[src/rtl/irq_request_latch.sv]
// Interrupt request latch: turns request edges into sticky pending bits and presents
// the lowest-index unmasked pending line as a held id with a valid/ack handshake.
module irq_request_latch #(
    parameter int N  = 8,
    parameter int IW = 3
) (
    input  logic          clk,
    input  logic          rst,
    input  logic [N-1:0]  req,
    input  logic [N-1:0]  mask,
    input  logic          ack,
    input  logic          clr_ovf,
    output logic [N-1:0]  pend_o,
    output logic          valid,
    output logic [IW-1:0] id,
    output logic [N-1:0]  ovf,
    output logic [1:0]    state_dbg
);

    // Handshake: valid rises with id and both stay stable until the cycle ack is
    // seen high; that single cycle transfers the request and valid drops next edge.
    typedef enum logic [1:0] {
        IDLE    = 2'd0,
        PRESENT = 2'd1,
        RETIRE  = 2'd2
    } state_t;

    state_t         state;
    logic [N-1:0]   req_q;
    logic [N-1:0]   pending;
    logic [N-1:0]   rise;
    logic [N-1:0]   retire;
    logic [N-1:0]   pending_nxt;
    logic [N-1:0]   new_ovf;

    function automatic logic [IW-1:0] lowest_set(input logic [N-1:0] v);
        logic [IW-1:0] r;
        r = '0;
        for (int i = N - 1; i >= 0; i--) begin
            if (v[i]) r = IW'(i);
        end
        return r;
    endfunction

    // A new edge on a bit always wins over that bit's retire, so a request
    // arriving in the ack cycle is kept rather than flagged as overflow.
    always_comb begin
        rise        = req & ~req_q;
        retire      = '0;
        if (state == PRESENT && ack) retire = N'(1) << id;
        pending_nxt = rise | (pending & ~retire);
        new_ovf     = rise & pending & ~retire;
    end

    assign state_dbg = state;

    always_ff @(posedge clk or posedge rst) begin
        if (rst) begin
            req_q   <= '0;
            pending <= '0;
            pend_o  <= '0;
            ovf     <= '0;
        end else begin
            req_q   <= req;
            pending <= pending_nxt;
            pend_o  <= pending_nxt & ~mask;
            ovf     <= (clr_ovf ? '0 : ovf) | new_ovf;
        end
    end

    always_ff @(posedge clk or posedge rst) begin
        if (rst) begin
            state <= IDLE;
            valid <= 1'b0;
            id    <= '0;
        end else begin
            case (state)
                IDLE: begin
                    if (pend_o != '0) begin
                        id    <= lowest_set(pend_o);
                        valid <= 1'b1;
                        state <= PRESENT;
                    end
                end
                PRESENT: begin
                    if (ack) begin
                        valid <= 1'b0;
                        state <= RETIRE;
                    end
                end
                RETIRE: begin
                    valid <= 1'b0;
                    state <= IDLE;
                end
                default: begin
                    valid <= 1'b0;
                    state <= IDLE;
                end
            endcase
        end
    end

endmodule

[config.mk]
export PLATFORM = sky130hd
export DESIGN_NAME = irq_request_latch
export DESIGN_NICKNAME = d
export VERILOG_FILES = /design/src/rtl/irq_request_latch.sv
export SDC_FILE = /design/constraint.sdc
export NUM_CORES = 1
export LEC_CHECK = 0
export ABC_AREA = 1
export BUFFER_PORTS_ARGS = -buffer_cell sky130_fd_sc_hd__buf_2
export CORE_UTILIZATION = 57
export CTS_BUF_LIST = sky130_fd_sc_hd__clkbuf_8
export DETAILED_ROUTE_END_ITERATION = 8
export PLACE_DENSITY_LB_ADDON = 0.08
export SYNTH_ARGS = -nofsm -noshare
export SYNTH_HDL_FRONTEND = slang
export SYNTH_SLANG_ARGS = --single-unit
[constraint.sdc]
create_clock -name clk -period 3.18 [get_ports clk]
set_input_delay 0.318 -clock clk [delete_from_list [all_inputs] [get_ports clk]]
set_output_delay 0.318 -clock clk [all_outputs]
set_load 0.01 [all_outputs]
# After elaboration in Yosys (flattened, before gate mapping)
# Cells that the tools add are included.
dict set report totals {
  ff_bits 38
  in_bits 20
  out_inout_bits 22
  elab_cells 42
}
dict set report classes {
  eq_ne 3
  shift 1
  muxes 16
  n_bitwise 10
  reduce_logical 5
}
# cell count
set op_table {}
lappend op_table {{AND 8 bit} 5}
lappend op_table {{two-way mux 3 bit} 8}
lappend op_table {{NOT 8 bit} 3}
lappend op_table {{two-way mux 8 bit} 2}
lappend op_table {{bitwise OR 8 bit} 2}
lappend op_table {{nonzero test 8 bit} 1}
lappend op_table {{<< shifter 1 x 3 -> 8 bit (first input constant)} 1}
lappend op_table {{two-way mux 2 bit} 2}
lappend op_table {{!= test 2 bit (second input constant)} 2}
lappend op_table {{case mux 2 bit (2 select lines)} 1}
lappend op_table {{AND reduction 2 bit} 2}
lappend op_table {{== test 2 x 1 -> 1 bit (second input constant)} 1}
lappend op_table {{zero test 2 bit} 1}
lappend op_table {{two-way mux 1 bit} 2}
lappend op_table {{case mux 1 bit (2 select lines)} 1}
lappend op_table {{logical AND 1 bit} 1}

# Logic depth before layout (Yosys ltp)
# Gate-level depths: netlist of the first run.
dict set report logic_depth {
  ltp_word 8
  mapped_depth 9
}

# Least setup slack after synthesis of the first run
# No wires, ideal clock.
dict set report synth_path {
  path_type {reg2reg}
  from {register state[1], in the netlist state_dbg[1]}
  to {register ovf[0]}
  setup_ps 132
  arrival_ps 940
  t_required_ps 3048
  path_slack_ps 2108
  stages_incl_launch_ff 5
  path_buffers 0
  synth_period_minus_slack_ps 1072
  path_cell_list {dfrtp_1 > inv_1 > nand3_4 > o21ai_2 > o22ai_1}
}
dict set report synth_via {
  elab_chain_cells 6
}
# element line
set synth_lines {}
lappend synth_lines {{start, declared} 28} ;# state_t state;
lappend synth_lines {{start signal, assigned} 73} ;# state <= IDLE;
lappend synth_lines {{start signal, assigned} 82} ;# state <= PRESENT;
lappend synth_lines {{start signal, assigned} 88} ;# state <= RETIRE;
lappend synth_lines {{== test 2 x 1 -> 1 bit} 50} ;# if (state == PRESENT && ack) retire = N'(1) << id;
lappend synth_lines {{logical AND 1 bit} 50}
lappend synth_lines {{two-way mux 8 bit} 50}
lappend synth_lines {{NOT 8 bit} 52} ;# new_ovf = rise & pending & ~retire;
lappend synth_lines {{AND 8 bit} 52}
lappend synth_lines {{bitwise OR 8 bit} 67} ;# ovf <= (clr_ovf ? '0 : ovf) | new_ovf;
lappend synth_lines {{end signal, assigned} 67}
lappend synth_lines {{end, declared} 16} ;# output logic [N-1:0] ovf,
# No other way between the ends.
# A chain may end at the register's enable or synchronous reset.

# Worst setup path in the final report of the first run
dict set report layout_path {
  from {register id[0]}
  to {output id[0]}
}
# element line
set layout_rtl {}
lappend layout_rtl {{start, declared} 15} ;# output logic [IW-1:0] id,
lappend layout_rtl {{start signal, assigned} 80} ;# id <= lowest_set(pend_o);
# No word-level cell between the ends.

==> flow_metrics.py, run 1 <==
metrics = {
    "outcome": {
        "run_status": "finished clean",
    },
    "setup_path": {
        "cp.required_ps": 2860,
        "crit_slowest_cell": "dfrtp_1",
        "arrival_ps": 910,
        "start_kind": "register",
        "path_cells": "buf_2",
        "cp_top_family": "flip-flops",
        "critPathMaxFanout": 7,
        "crit_type": "reg -> out",
        "crit_path_end_kind": "output port",
        "path_buf_inv": 1,
        "critPathMaxStageDelay_ps": 450,
    },
    "routing": {
        "num_vias": 1128,
        "wl_um": 2780,
        "ant_nets": 0,
        "drt-vias-per-instance": 4.95,
        "dr.pass1.iters": 4,
        "drcViolationCount": 0,
        "routedWlPerCell_um": 12.2,
        "drt_first_iter_violations": 12,
    },
    "sta": {
        "tightest_slew_ps": 460,
        "slew_headroom_pct": 69.4,
        "fin_skew_ps": 6.33,
        "setup_viol": 0,
        "post-route-min-period_ps": 1230,
        "setup_tns_ps": 0,
        "final_max_slew_viol_count": 0,
        "rsz0062_at_grt": "false",
        "hold_viol": 0,
        "max_freq_ghz": 0.813,
        "timing.final.crit_share_pct": 38.7,
    },
    "cts": {
        "postCtsHoldBufs": 0,
        "cts_root_buffer": "clkbuf_8",
        "clk_latency_ps": 280,
        "cts_resized": 0,
        "cts_post_setup_buffers_inserted": 0,
        "cts.sinks": 38,
        "cts_tree": "yes",
        "clk_path_buf_depth": 2,
        "numCtsBuffers": 5,
        "htreeDepth": 2,
        "path_clk_slew_ps": 70,
    },
    "die": {
        "core_sq_mm": 0.00245,
        "die_y_um": 52.9,
        "rows": 18,
        "ioPinCount": 42,
        "dieArea_sq_mm": 0.00279,
        "die_w_um": 52.9,
        "initial_core_util_pct": 60.0,
    },
    "grt": {
        "antenna_found_initial": 0,
        "grt_max_degree": 39,
        "grt.overflow.total": 0,
        "grt_use_total_pct": 22.7,
        "grt_pass1_wl_um": 4370,
        "grt_pass1_vias": 1017,
    },
    "power_and_ir_drop": {
        "p_total_w": 0.00141,
        "vdd_drop_max_mv": 0.531,
        "cellLeakagePower_nw": 0.960,
        "power.density_mw_per_mm2": 784,
    },
    "cells_and_area": {
        "insertedDiodeCount": 0,
        "final_common_cell": "buf_2",
        "drive_gt1_share_pct": 28.8,
        "syn_to_final_growth_pct": 22.3,
        "n_fill_cell": 195,
        "final_nets": 219,
        "final_cell_mix": "buf_2, nand2_1, dfrtp_1",
    },
    "hold_path": {
        "hold_path.class": "in -> async",
    },
    "logic_synthesis": {
        "yosys_register_bits": 38,
        "syn_inst": 151,
        "syn_nets": 171,
        "syn_area_sq_mm": 0.00147,
        "synth.distinct_cells": 13,
        "yosys_warnings": 0,
        "ys_seq_area_share_pct": 64.5,
        "post_synth.cell_area_avg_sq_um": 9.76,
    },
    "place": {
        "numPortBuffers": 41,
        "gp_congestion": 0.873,
        "hpwlAfterDp_um": 1980,
    },
    "run": {
        "max_cap_viol_count": 0,
    },
}
logic make-up after synthesis:
logic type      Yosys count  share of synthesized area (%)
compound gates           30                           13.1
simple gates             52                           14.5
buf+inv                  31                           7.89
flops                    38                           64.5
through the flow:
stage | cells | setup WS [ps] | hold slack, ps | utilization (%) | cell area, sq um
after global placement | 222 | 2040 | 439 | 70.1 | 1720
after global routing | 228 | 1900 | 145 | 73.4 | 1800
after floorplan | 151 | 2000 | 349 | - | 1470
after detailed placement | 222 | 2020 | 442 | 70.1 | 1720
final | 228 | 1950 | 128 | 73.4 | 1800
after CTS | 228 | 1950 | 146 | 73.4 | 1800
Yosys cell counts:
master / count / area [sq um]
a21oi_1: 10 / 50.1
buf_1: 1 / 3.75
dfrtp_1: 38 / 951
inv_1: 30 / 113
nand2_1: 39 / 146
nand3_1: 4 / 20.0
nand3_4: 1 / 17.5
nor2_1: 8 / 30.0
o211ai_1: 1 / 7.51
o21ai_0: 1 / 5.00
o21ai_1: 2 / 10.0
o21ai_2: 8 / 70.1
o22ai_1: 8 / 50.1
final timing paths:
check	end	from	slack, ps	cells past startpoint
min reg2reg	pending[0]$_DFF_PP0_	pending[0]$_DFF_PP0_	480	2
max in group asynchronous	req_q[2]$_DFF_PP0_	rst	2730	3
max	id[0]	id[0]$_DFFE_PP0P_	1950	1
max reg2reg	valid$_DFFE_PP0P_	pend_o[1]$_DFF_PP0_	2010	6
min in group clk	req_q[7]$_DFF_PP0_	req[7]	150	1
min	ovf[4]$_DFF_PP0_	rst	130	3
per-layer routing:
metal / part of all wire, % / GRT usage (%) / wire length, um / up-vias
met5: 0 / 0 / 0 / -
met1: 43 / 27.5 / 1200 / 522
li1: - / - / - / 570
met4: 1.8 / 10.5 / 51 / 0
met3: 4.6 / 6.90 / 127 / 8
met2: 51 / 36.9 / 1410 / 28
sequential cells by signal, indices dropped and copies added, names as in the netlist:
name	count
id	3
ovf	8
valid	1
req_q	8
pend_o	8
pending	8
state_dbg	2
area by class of cell:
cell class / instances / area, sq um / share of cell area (%)
clock buffers: 6 / 82.6 / 4.58
inverters: 30 / 113 / 6.25
multi-input cells: 82 / 407 / 22.6
well taps: 30 / 37.5 / 2.08
flip-flops and latches: 38 / 951 / 52.7
repair buffers: 42 / 213 / 11.8
report_power, final:
group | internal (W) | switching (W) | total [W]
logic | 0.000159 | 0.000261 | 0.000419
clock network | 0.000167 | 0.000151 | 0.000317
registers | 0.000592 | 0.0000847 | 0.000677
total | 0.000918 | 0.000496 | 0.00141
Power figures use the tool's default switching activity.
==> run 2: changes to the inputs <==
Settings changed: CORE_UTILIZATION 57 to 48.
Clock period 3.18 ns to 1.1 ns, I/O delays scaled along.
==> run 2 against run 1 <==
The flow now finishes with violations (design-rule violations, negative setup slack). Non-clock buffer count grew 32. Largest cell class unchanged. Count of clock-buffer cells in the layout is the same. Cell area grew 24%.
==> flow_metrics.py, run 2 (synthesized netlist as in run 1, its figures left out) <==
metrics = {
    "cts": {
        "clk_latency_ps": 290,
        "cts_tree": "yes",
        "clk_path_buf_depth": 2,
        "numCtsBuffers": 5,
        "cts_root_buffer": "clkbuf_8",
        "path_clk_slew_ps": 70,
        "cts.sinks": 38,
        "htreeDepth": 2,
    },
    "setup_path": {
        "cp.required_ps": 1260,
        "critPathMaxFanout": 5,
        "crit_path_end_kind": "register",
        "crit_type": "reg -> reg",
        "start_kind": "register",
        "arrival_ps": 1310,
    },
    "sta": {
        "timing.final.crit_share_pct": 104,
        "final_max_slew_viol_count": 0,
        "tightest_slew_ps": 221,
        "fin_skew_ps": 2.91,
        "max_freq_ghz": 0.873,
        "setup_viol": 16,
        "whs_ps": 166,
        "rsz0062_at_grt": "true",
        "setup_tns_ps": -319,
        "post-route-min-period_ps": 1150,
        "slew_headroom_pct": 85.3,
        "finalWorstSetupSlack_ps": -46.0,
        "hold_viol": 0,
    },
    "run": {
        "max_cap_viol_count": 0,
    },
    "place": {
        "hpwlAfterDp_um": 2120,
        "gp_congestion": 0.913,
        "numPortBuffers": 41,
        "dp_slack_ps": -47.1,
        "dp_cells": 235,
    },
    "grt": {
        "antenna_found_initial": 0,
        "grt_max_degree": 39,
        "grt_pass1_wl_um": 5530,
        "grt_pass1_vias": 1271,
        "grt.overflow.total": 0,
        "grt_use_total_pct": 23.5,
    },
    "die": {
        "die_w_um": 57.4,
        "core_sq_mm": 0.00283,
        "die_y_um": 57.4,
        "ioPinCount": 42,
        "dieArea_sq_mm": 0.00330,
        "initial_core_util_pct": 52.1,
        "rows": 19,
    },
    "routing": {
        "routedWlPerCell_um": 13.7,
        "num_vias": 1322,
        "ant_nets": 0,
        "drcViolationCount": 2,
        "drt_first_iter_violations": 41,
        "drt-vias-per-instance": 5.01,
        "wl_um": 3630,
        "dr.pass1.iters": 8,
    },
    "cells_and_area": {
        "drive_gt1_share_pct": 39.1,
        "syn_to_final_growth_pct": 52.1,
        "n_fill_cell": 200,
        "insertedDiodeCount": 0,
        "multi_input_area_sq_um": 507,
        "final_common_cell": "buf_2",
        "seq_area_sq_um": 952,
        "final_cell_mix": "buf_2, dfrtp_1, nand2_1",
        "final_nets": 252,
        "finalNonFillerCells": 264,
    },
    "power_and_ir_drop": {
        "seqPwrFrac_pct": 40.3,
        "p_total_w": 0.00491,
        "cellLeakagePower_nw": 1.14,
        "swShare_pct": 36.2,
        "p_int_w": 0.00313,
        "clockPowerShare_pct": 19.4,
        "vdd_drop_max_mv": 1.35,
        "power.density_mw_per_mm2": 2190,
        "p_comb_share_pct": 40.2,
        "p_switching_w": 0.00178,
    },
    "hold_path": {
        "hold_path.class": "in -> reg",
    },
    "outcome": {
        "run_status": "complete, but fails checks",
        "violations": "design-rule violations, negative setup slack",
    },
}
## run 2: cell types whose count changed in the layout (fill, tap and decap cells not counted), sizes merged
cell         delta
dlygate4sd3    +17
nand3           +1
inv             +1
clkinv          +1
buf            +15
## run 2: power by group through the flow
stage | registers, W | logic [W] | clock network (W)
final | 0.00198 | 0.00197 | 0.000953
after floorplan | 0.00205 | 0.000703 | 0
after global placement | 0.00193 | 0.00144 | 0
after detailed placement | 0.00195 | 0.00147 | 0
after CTS | 0.00194 | 0.00174 | 0.000993
after global routing | 0.00201 | 0.00215 | 0.00103
## run 2: critical path: stages, from the launching register on
cell and delay (ps):
dfrtp_1 420, inv_2 130, nand3_4 180, o21ai_4 210, o22ai_1 90
## run 2: layer usage
metal	wire, um	share of wire [%]	vias to the layer above	global-route usage [%]
li1	-	-	637	-
met1	1430	39	632	27.0
met2	1910	53	40	38.7
met3	153	4.2	13	8.16
met4	131	3.6	0	12.2
met5	0	0	-	0
## run 2: final timing paths
kind,start,end,slack (ps),cells after the start
max,state_dbg[1]$_DFFE_PP0P_,ovf[3]$_DFF_PP0_,-50,4
min,ack,state_dbg[0]$_DFFE_PP0P_,170,2
max reg2reg,state_dbg[1]$_DFFE_PP0P_,ovf[3]$_DFF_PP0_,-50,4
min reg2reg,valid$_DFFE_PP0P_,valid$_DFFE_PP0P_,490,2
max in group asynchronous,rst,state_dbg[0]$_DFFE_PP0P_,490,4
min in group asynchronous,rst,ovf[5]$_DFF_PP0_,410,4
## run 2: area by class of cell
type	count	share of cell area, %
Sequential cell	38	42.5
Timing Repair Buffer	74	24.1
Multi-Input combinational cell	83	22.6
Inverter	30	5.02
Clock buffer	6	3.68
Tap cell	31	1.73
Clock inverter	2	0.391
## run 2: stage by stage
| step | cell area, sq um | util (%) |
|---|---|---|
| after floorplan | 1470 | - |
| after global placement | 1820 | 64.5 |
| after detailed placement | 1820 | 64.5 |
| after CTS | 2160 | 76.2 |
| after global routing | 2240 | 79.3 |
| final | 2240 | 79.3 |
## run 2: what timing repair did
item,4_1_cts,5_1_grt
gates cloned,1,0
setup buffers,2,1
hold buffers,17,0
endpoints found under the hold margin,54,0
endpoints found under the setup margin,26,28
pin swaps,0,9
gates resized for setup,10,17
